[src/rtl/seq_fsm_4s1i1o_mo_if.sv]
// Signal bundle for the four-state Moore recogniser.
// master: the block that feeds in_ and watches state/out.
// slave : the FSM itself.
// There is no handshake. in_ is consumed on every rising clock edge.
// state and out are valid for the whole cycle that follows that edge.
interface seq_fsm_4s1i1o_mo_if;
    logic       in_;
    logic [3:0] state;
    logic       out;

    modport master (
        output in_,
        input  state,
        input  out
    );

    modport slave (
        input  in_,
        output state,
        output out
    );
endinterface

[src/rtl/seq_fsm_4s1i1o_mo.sv]
// Four-state, one-input, one-output Moore FSM with a one-hot state bus.
//   A=0001  B=0010  C=0100  D=1000
//   out=1 only in D.
// The output is decoded from the state register alone, so there is no
// combinational path from in_ to state or out.
// Optional macro SEQ_FSM_ILLEGAL_RECOVER_EN:
//   Any non-one-hot register value returns to A on the next edge.
//   out is held at 0 while the register is illegal.
//   Without the macro, illegal values are unreachable and never decoded.
module seq_fsm_4s1i1o_mo (
    input  logic                        clk,
    input  logic                        reset,
    seq_fsm_4s1i1o_mo_if.slave          bus
);

    typedef enum logic [3:0] {
        ST_A = 4'b0001,
        ST_B = 4'b0010,
        ST_C = 4'b0100,
        ST_D = 4'b1000
    } state_t;

    logic [3:0] state_q;
    logic [3:0] state_d;
    logic       out_d;

    // State register: synchronous reset wins over the transition table.
    always_ff @(posedge clk) begin
        if (reset) begin
            state_q <= ST_A;
        end else begin
            state_q <= state_d;
        end
    end

`ifdef SEQ_FSM_ILLEGAL_RECOVER_EN
    // Next state and output from a full decode; non-one-hot values fall back to A.
    always_comb begin
        state_d = ST_A;
        out_d   = 1'b0;
        case (state_q)
            ST_A: state_d = bus.in_ ? ST_B : ST_A;
            ST_B: state_d = bus.in_ ? ST_B : ST_C;
            ST_C: state_d = bus.in_ ? ST_D : ST_A;
            ST_D: begin
                state_d = bus.in_ ? ST_B : ST_C;
                out_d   = 1'b1;
            end
            default: begin
                state_d = ST_A;
                out_d   = 1'b0;
            end
        endcase
    end
`else
    // Per-bit one-hot equations; legal states only, so each next bit ORs its incoming arcs.
    always_comb begin
        state_d    = 4'b0000;
        state_d[0] = ~bus.in_ & (state_q[0] | state_q[2]);
        state_d[1] =  bus.in_ & (state_q[0] | state_q[1] | state_q[3]);
        state_d[2] = ~bus.in_ & (state_q[1] | state_q[3]);
        state_d[3] =  bus.in_ &  state_q[2];
        out_d      = state_q[3];
    end
`endif

    assign bus.state = state_q;
    assign bus.out   = out_d;

endmodule

[src/flat_wrapper.sv]
// flat-port wrapper written by rule: the top's interface ports become plain ports
module seq_fsm_4s1i1o_mo_flat 
  (clk, reset, bus_in_, bus_state, bus_out);
  seq_fsm_4s1i1o_mo_if bus_i ();
  input  logic clk;
  input  logic reset;
  input wire logic [$bits(bus_i.in_)-1:0] bus_in_;
  output wire logic [$bits(bus_i.state)-1:0] bus_state;
  output wire logic [$bits(bus_i.out)-1:0] bus_out;
  assign bus_i.in_ = bus_in_;
  assign bus_state = bus_i.state;
  assign bus_out = bus_i.out;
  seq_fsm_4s1i1o_mo u_core (.clk(clk), .reset(reset), .bus(bus_i));
endmodule
[config.mk]
export PLATFORM = sky130hd
export DESIGN_NAME = seq_fsm_4s1i1o_mo_flat
export DESIGN_NICKNAME = d
export VERILOG_FILES = /design/src/rtl/seq_fsm_4s1i1o_mo_if.sv /design/src/rtl/seq_fsm_4s1i1o_mo.sv /design/src/flat_wrapper.sv
export SDC_FILE = /design/constraint.sdc
export NUM_CORES = 1
export LEC_CHECK = 0
export CAP_MARGIN = 20
export CORE_AREA = 2 2 39 41
export DETAILED_ROUTE_END_ITERATION = 12
export DIE_AREA = 0 0 41 43
export PLACE_DENSITY = 0.3
export SLEW_MARGIN = 5
export SYNTH_ARGS = -nofsm -noshare
export SYNTH_HDL_FRONTEND = slang
export SYNTH_SLANG_ARGS = --single-unit
[constraint.sdc]
create_clock -name clk -period 0.9 [get_ports clk]
set_input_delay 0.09 -clock clk [delete_from_list [all_inputs] [get_ports clk]]
set_output_delay 0.09 -clock clk [all_outputs]
set_load 0.02 [all_outputs]
# Word-level counts from Yosys, hierarchy flattened
# Cells that the tools add are included.
# Widths: inputs -> output; s select.
dict set report word_totals {
  ram_bits 0
  latchBits 0
  output_inout_bits 5
  elab_cells 10
  mem_bits_ro 0
  n_memories 0
  in_bits 3
  regBits 4
}
dict set report op_classes {
  mux 0
  magnitude_cmp 0
  n_mul 0
  n_eq_ne 0
  reduce_logical 0
  n_shift 0
  bitwise_logic 9
  addsub 0
  n_div 0
}
# operator n
set ops {}
lappend ops {{$and 1x1->1} 4}
lappend ops {{$or 1x1->1} 4}
lappend ops {{$not 1->1} 1}

# Logic depth before layout (Yosys ltp)
# Gate-level depths: netlist of run 1.
dict set report logic_depth {
  depth_word 3
  ltp_mapped 2
  ltp_nobuf 2
}

# Worst setup path after synthesis of run 1
# No wires, ideal clock.
dict set report synth_timing {
  path_type {reg2out}
  from {register u_core.state_q[3], in the netlist u_core.bus.state[3]}
  to {output bus_state[3]}
  t_arrival_ns 0.659
  t_required_ns 0.810
  slack_ns 0.151
  path_buffers 1
  path_stages_with_launch 2
  path_cell_list {dfxtp_1 buf_4}
}
# element line_no
set synth_rtl {}
lappend synth_rtl {{start, declared} seq_fsm_4s1i1o_mo.sv:23} ;# logic [3:0] state_q;
lappend synth_rtl {{start signal, assigned} seq_fsm_4s1i1o_mo.sv:32} ;# state_q <= state_d;
lappend synth_rtl {{end, declared} flat_wrapper.sv:8} ;# output wire logic [$bits(bus_i.state)-1:0] bus_state;
# No word-level cell between the ends.

# Final worst setup path of run 1
dict set report layout_timing {
  from {register u_core.state_q[2], in the netlist u_core.bus.state[2]}
  to {output bus_state[2]}
}
# No word-level cell between the ends.

==> out/summary.txt, run 1 <==
status -> completed
hold buffers post-CTS -> 0
CORE AREA -> 1380 sq um
area of the mapped netlist -> 139 sq um
routing usage on met2 -> 0.0375
Clk Latency, worst-skew pair -> 230 ps
Clock Skew -> 2.79 ps
synth top area cells -> dfxtp_1, nor3b_2, nor3_2, and3b_1, buf_4
Max Freq -> 1210 MHz
Tot Pwr -> 0.468 mW
top cell type's share of synthesized area -> 0.577
Synth cell types -> 8
Ys Warns -> 0
total CTS buffers -> 3
initial antenna violation count -> 0
Cell Chain, Critical Path -> buf_2
ANT nets after route -> 0
post-CTS sizing -> 20
Mapped Cells -> 12
vias in the first global route -> 119
Synth Net Count -> 15
diode count -> 0
PD cells -> 1940 nW/um^2
CTS Sinks -> 4
DIE WIDTH -> 41 um
CP max FO -> 3
Switching Fraction -> 0.223
Post-synth EDFFs -> 0
final worst path period share -> 0.922
cell taking the most area after synthesis -> dfxtp_1
met3 Use GR -> 0.0471
site row count -> 14
switching power -> 0.104 mW
post-CTS setup buffer count -> 0
max FFs per register -> 4
number of max-cap violations -> 0
async set or reset register ratio after synthesis -> 0
LEAKAGE -> 0.116 nW
wire per inst -> 7.88 um
global placer's final weighted congestion -> 0.596
Comb pwr share -> 0.120
Syn Area/Cell -> 11.6 sq um
Root Driver -> clkbuf_4
WP buf/inv -> 1
sequential cell fraction of total power -> 0.404
cell family with most CP delay -> flip-flops
Seq/Total Area, Yosys -> 0.577
Seq cells post-synth -> 4
Crit Path Class -> flip-flop to output pin
effective utilization at floorplan -> 0.100
Tot GR Track Use -> 0.0482
CTS tree -> yes
first-pass GRT wire length -> 503 um
RSZ-0062 raised after global routing -> no
CTS Buffer Depth -> 2
Layout Nets -> 29
grt peak-use layer -> met1
most common library cells after synthesis -> dfxtp_1, nor2_1
Final Setup Violations -> 0
Slew Limit Fails -> 0
max incr delay on CP -> 340 ps
Tightest Hold Check Type -> input port to flip-flop
htree depth -> 1
share of cells above drive strength 1 -> 0.542
# IOs -> 8
VDD IR max -> 0.511 mV
Worst setup SP type -> flip-flop
Via density -> 2.93
Slew @ Worst Pin -> 149 ps
prevailing post-synth register cell -> dfxtp_1
post-place setup slack -> -131 ps
IO buf count -> 7
crit end category -> output pin
M1 GR Usage -> 0.0675
DR iter-0 viols -> 3
die area -> 1760 sq um
Worst Path Required -> 810 ps
# DRC -> 0
Clk pwr share -> 0.476
WL final -> 315 um
largest net degree at the start of global routing -> 5
slowest cell on the critical path -> dfxtp_1
P&R area growth vs syn -> 73.9%
PnR worst setup slack -> 70.3 ps
Tmin final -> 830 ps
Die Ht -> 43 um
most common cell in the netlist -> dfxtp_1
Final Hold Fails -> 0
dpl hpwl -> 237 um
DR pass1 iterations -> 2
grt total ovfl -> 0
Vias -> 117
clock slew at reported path FFs -> 40 ps
internal power -> 0.364 mW
Worst Path Arrival -> 740 ps
Slew HR -> 0.900
==> power by group through the flow <==
stage	clock network (mW)	logic, mW	registers (mW)
after global routing	0.240	0.0607	0.190
after CTS	0.232	0.0567	0.189
after global placement	0	0.0631	0.193
after floorplan	0	0.0134	0.204
final	0.223	0.0560	0.189
after detailed placement	0	0.0637	0.192
==> area by class of cell <==
cell class                      instances  area (sq um)
Fill cell                             158          1140
Sequential cell                         4          80.1
Timing Repair Buffer                   10          67.6
Multi-Input combinational cell          7          51.3
Clock buffer                            3          22.5
Tap cell                               16          20.0
==> cell families after synthesis <==
group	Yosys count	synth area share
AO/OA/AOI/OAI	1	0.0541
buffers and inverters	1	0.0541
flip-flops	4	0.577
AND/OR/NAND/NOR	6	0.315
==> per-stage QoR <==
stage          instance area, sq um  TNS, ps  cells   util  hold slack (ps)
6_report                        241        0     40  0.175              499
5_1_grt                         241        0     40  0.175              524
4_1_cts                         241        0     40  0.175              492
3_5_place_dp                    244     -618     37  0.176              525
3_3_place_gp                    244     -610     37  0.176              523
2_1_floorplan                   139        0     12      -              160
==> routing by layer <==
layer | wire length, um | share of wire | vias to the layer above
met5 | 0 | 0 | -
met4 | 0 | 0 | 0
met3 | 51 | 0.16 | 0
met2 | 79 | 0.25 | 8
met1 | 184 | 0.58 | 44
li1 | - | - | 65
==> final timing paths <==
| kind | cells past startpoint | slack (ps) | startpoint | to |
|---|---|---|---|---|
| min reg2reg | 2 | 520 | u_core.bus.state[2] | u_core.bus.state[0] |
| max | 1 | 70 | u_core.bus.state[2] | bus_state[2] |
| max reg2reg | 3 | 120 | u_core.bus.state[0] | u_core.bus.state[1] |
| min | 2 | 500 | reset | u_core.bus.state[1] |
==> cells in the final DEF, fill, tap and decap left out <==
cell type and n:
buf_4 3, nor2_1 2, nor3b_2 1, nor3_2 1, and3b_1 1, clkbuf_4 3, o21bai_1 1, dfxtp_1 4
clkdlybuf4s50_1 2, buf_2 5, nor3_1 1
Note: power is estimated with default switching activity, not from simulation.
==> run 2: changes to the inputs <==
Settings changed: CORE_AREA 2 2 39 41 to 10 10 47 49, DIE_AREA 0 0 41 43 to 0 0 57 59.
==> run 2 against run 1 <==
Highest routed layer unchanged. Critical path depth did not move. Sequential power about the same. Design area up 1.0%. Via count grew 7.7%. Global-route usage fell by 1.7 points. Maximum frequency shrank 0.94%. Critical endpoint is now bus_state[1]. Core utilization about the same. Largest cell class unchanged. Wire length increased by 25%.
==> out/summary.txt, run 2 (synthesized netlist as in run 1, its figures left out) <==
Worst Path Arrival -> 750 ps (about the same)
Tot Pwr -> 0.471 mW (+0.59%)
Slew @ Worst Pin -> 165 ps (+16.0 ps)
Worst setup SP type -> flip-flop
DIE WIDTH -> 57 um (+39%)
DR iter-0 viols -> 0 (-3)
effective utilization at floorplan -> 0.0991 (-0.00125)
Slew HR -> 0.889 (-0.0110)
Via density -> 3.15 (+7.7%)
max FFs per register -> 4 (unchanged)
number of max-cap violations -> 0 (unchanged)
wire per inst -> 9.85 um (+25%)
# DRC -> 0 (unchanged)
Tmin final -> 838 ps (+7.84 ps)
Max Freq -> 1190 MHz (-0.94%)
Worst Path Required -> 810 ps (about the same)
Clk Latency, worst-skew pair -> 240 ps (about the same)
grt total ovfl -> 0 (unchanged)
Cell Chain, Critical Path -> buf_4
Final Hold Fails -> 0 (unchanged)
largest net degree at the start of global routing -> 5 (unchanged)
slowest cell on the critical path -> dfxtp_1
first-pass GRT wire length -> 655 um (+30%)
vias in the first global route -> 143 (+20%)
filler cell count -> 174 (+10%)
die area -> 3360 sq um (+91%)
post-place setup slack -> -158 ps (-27.1 ps)
Slew Limit Fails -> 0 (unchanged)
post-CTS setup buffer count -> 0 (unchanged)
CP max FO -> 3 (unchanged)
Clock Skew -> 2.27 ps (-0.527 ps)
crit end category -> output pin
hold-critical path depth -> 2 (unchanged)
DR pass1 iterations -> 1 (-1)
CTS Sinks -> 4 (unchanged)
ANT nets after route -> 0 (unchanged)
clock slew at reported path FFs -> 40 ps (about the same)
WP buf/inv -> 1 (unchanged)
Die Ht -> 59 um (+37%)
register area -> 80.1 sq um (unchanged)
IO buf count -> 7 (unchanged)
hold buffers post-CTS -> 0 (unchanged)
site row count -> 14 (unchanged)
LEAKAGE -> 0.116 nW (+0.36%)
share of cells above drive strength 1 -> 0.542 (unchanged)
Tot GR Track Use -> 0.0311 (-0.0171)
Final Setup Violations -> 0 (unchanged)
# IOs -> 8 (unchanged)
total CTS buffers -> 3 (unchanged)
RSZ-0062 raised after global routing -> yes
cell family with most CP delay -> flip-flops
PnR worst setup slack -> 62.4 ps (-7.84 ps)
Layout Nets -> 29 (unchanged)
dpl hpwl -> 304 um (+28%)
WL final -> 394 um (+25%)
R2R depth -> 3 (unchanged)
global placer's final weighted congestion -> 0.565 (-5.3%)
max incr delay on CP -> 350 ps (about the same)
P&R area growth vs syn -> 75.7%
Root Driver -> clkbuf_4
CORE AREA -> 1400 sq um (+1.3%)
CTS tree -> yes
Crit Path Class -> flip-flop to output pin
multi-input logic area -> 51.3 sq um (unchanged)
Tightest Hold Check Type -> input port to flip-flop
final worst path period share -> 0.931 (+0.00872)
initial antenna violation count -> 0 (unchanged)
PD cells -> 1930 nW/um^2 (-0.44%)
status -> completed
CTS Buffer Depth -> 2 (unchanged)
VDD IR max -> 0.358 mV (-30%)
most frequent cells in the layout -> buf_2, buf_4, dfxtp_1
CP Depth -> 1 (unchanged)
htree depth -> 1 (unchanged)
diode count -> 0 (unchanged)
post-CTS sizing -> 20 (unchanged)
Vias -> 126 (+7.7%)
run 2: cell counts in the layout (fill, tap and decap cells not counted):
Identical to the previous run, type by type.
run 2: path summary, 6_finish.rpt:
path | startpoint | end | slack (ps)
max reg2reg | u_core.bus.state[0] | u_core.bus.state[1] | 120
max | u_core.bus.state[1] | bus_state[1] | 60
min | bus_in_ | u_core.bus.state[0] | 490
min reg2reg | u_core.bus.state[1] | u_core.bus.state[2] | 540
run 2: power breakdown:
part / total [mW] / internal, mW / switching [mW]
Combinational: 0.0535 / 0.0285 / 0.0250
Clock: 0.227 / 0.149 / 0.0778
Sequential: 0.190 / 0.186 / 0.00440
run 2: metal layers:
layer	track usage	vias up	wire (um)
li1	-	64	-
met1	0.0250	54	179
met2	0.0233	8	120
met3	0.0451	0	94
met4	0.0503	0	0
met5	0	-	0
run 2: layout make-up:
| cell class | count | area share |
|---|---|---|
| clock buffers | 3 | 0.0923 |
| multi-input cells | 7 | 0.210 |
| well taps | 16 | 0.0821 |
| repair buffers | 10 | 0.287 |
| flip-flops and latches | 4 | 0.328 |
run 2: worst register-to-register path, cell delays in order (launching register included):
cell     delay, ps
dfxtp_1        300
buf_4          130
nor3_2         190
nor3b_2         60
run 2: per-stage QoR:
step | area [sq um] | cells | util | hold slack, ps | setup TNS [ps]
2_1_floorplan | 139 | 12 | - | 160 | 0
3_3_place_gp | 244 | 37 | 0.174 | 539 | -670
3_5_place_dp | 244 | 37 | 0.174 | 536 | -686
4_1_cts | 241 | 40 | 0.172 | 484 | 0
5_1_grt | 244 | 40 | 0.174 | 499 | -6.16
6_report | 244 | 40 | 0.174 | 488 | 0
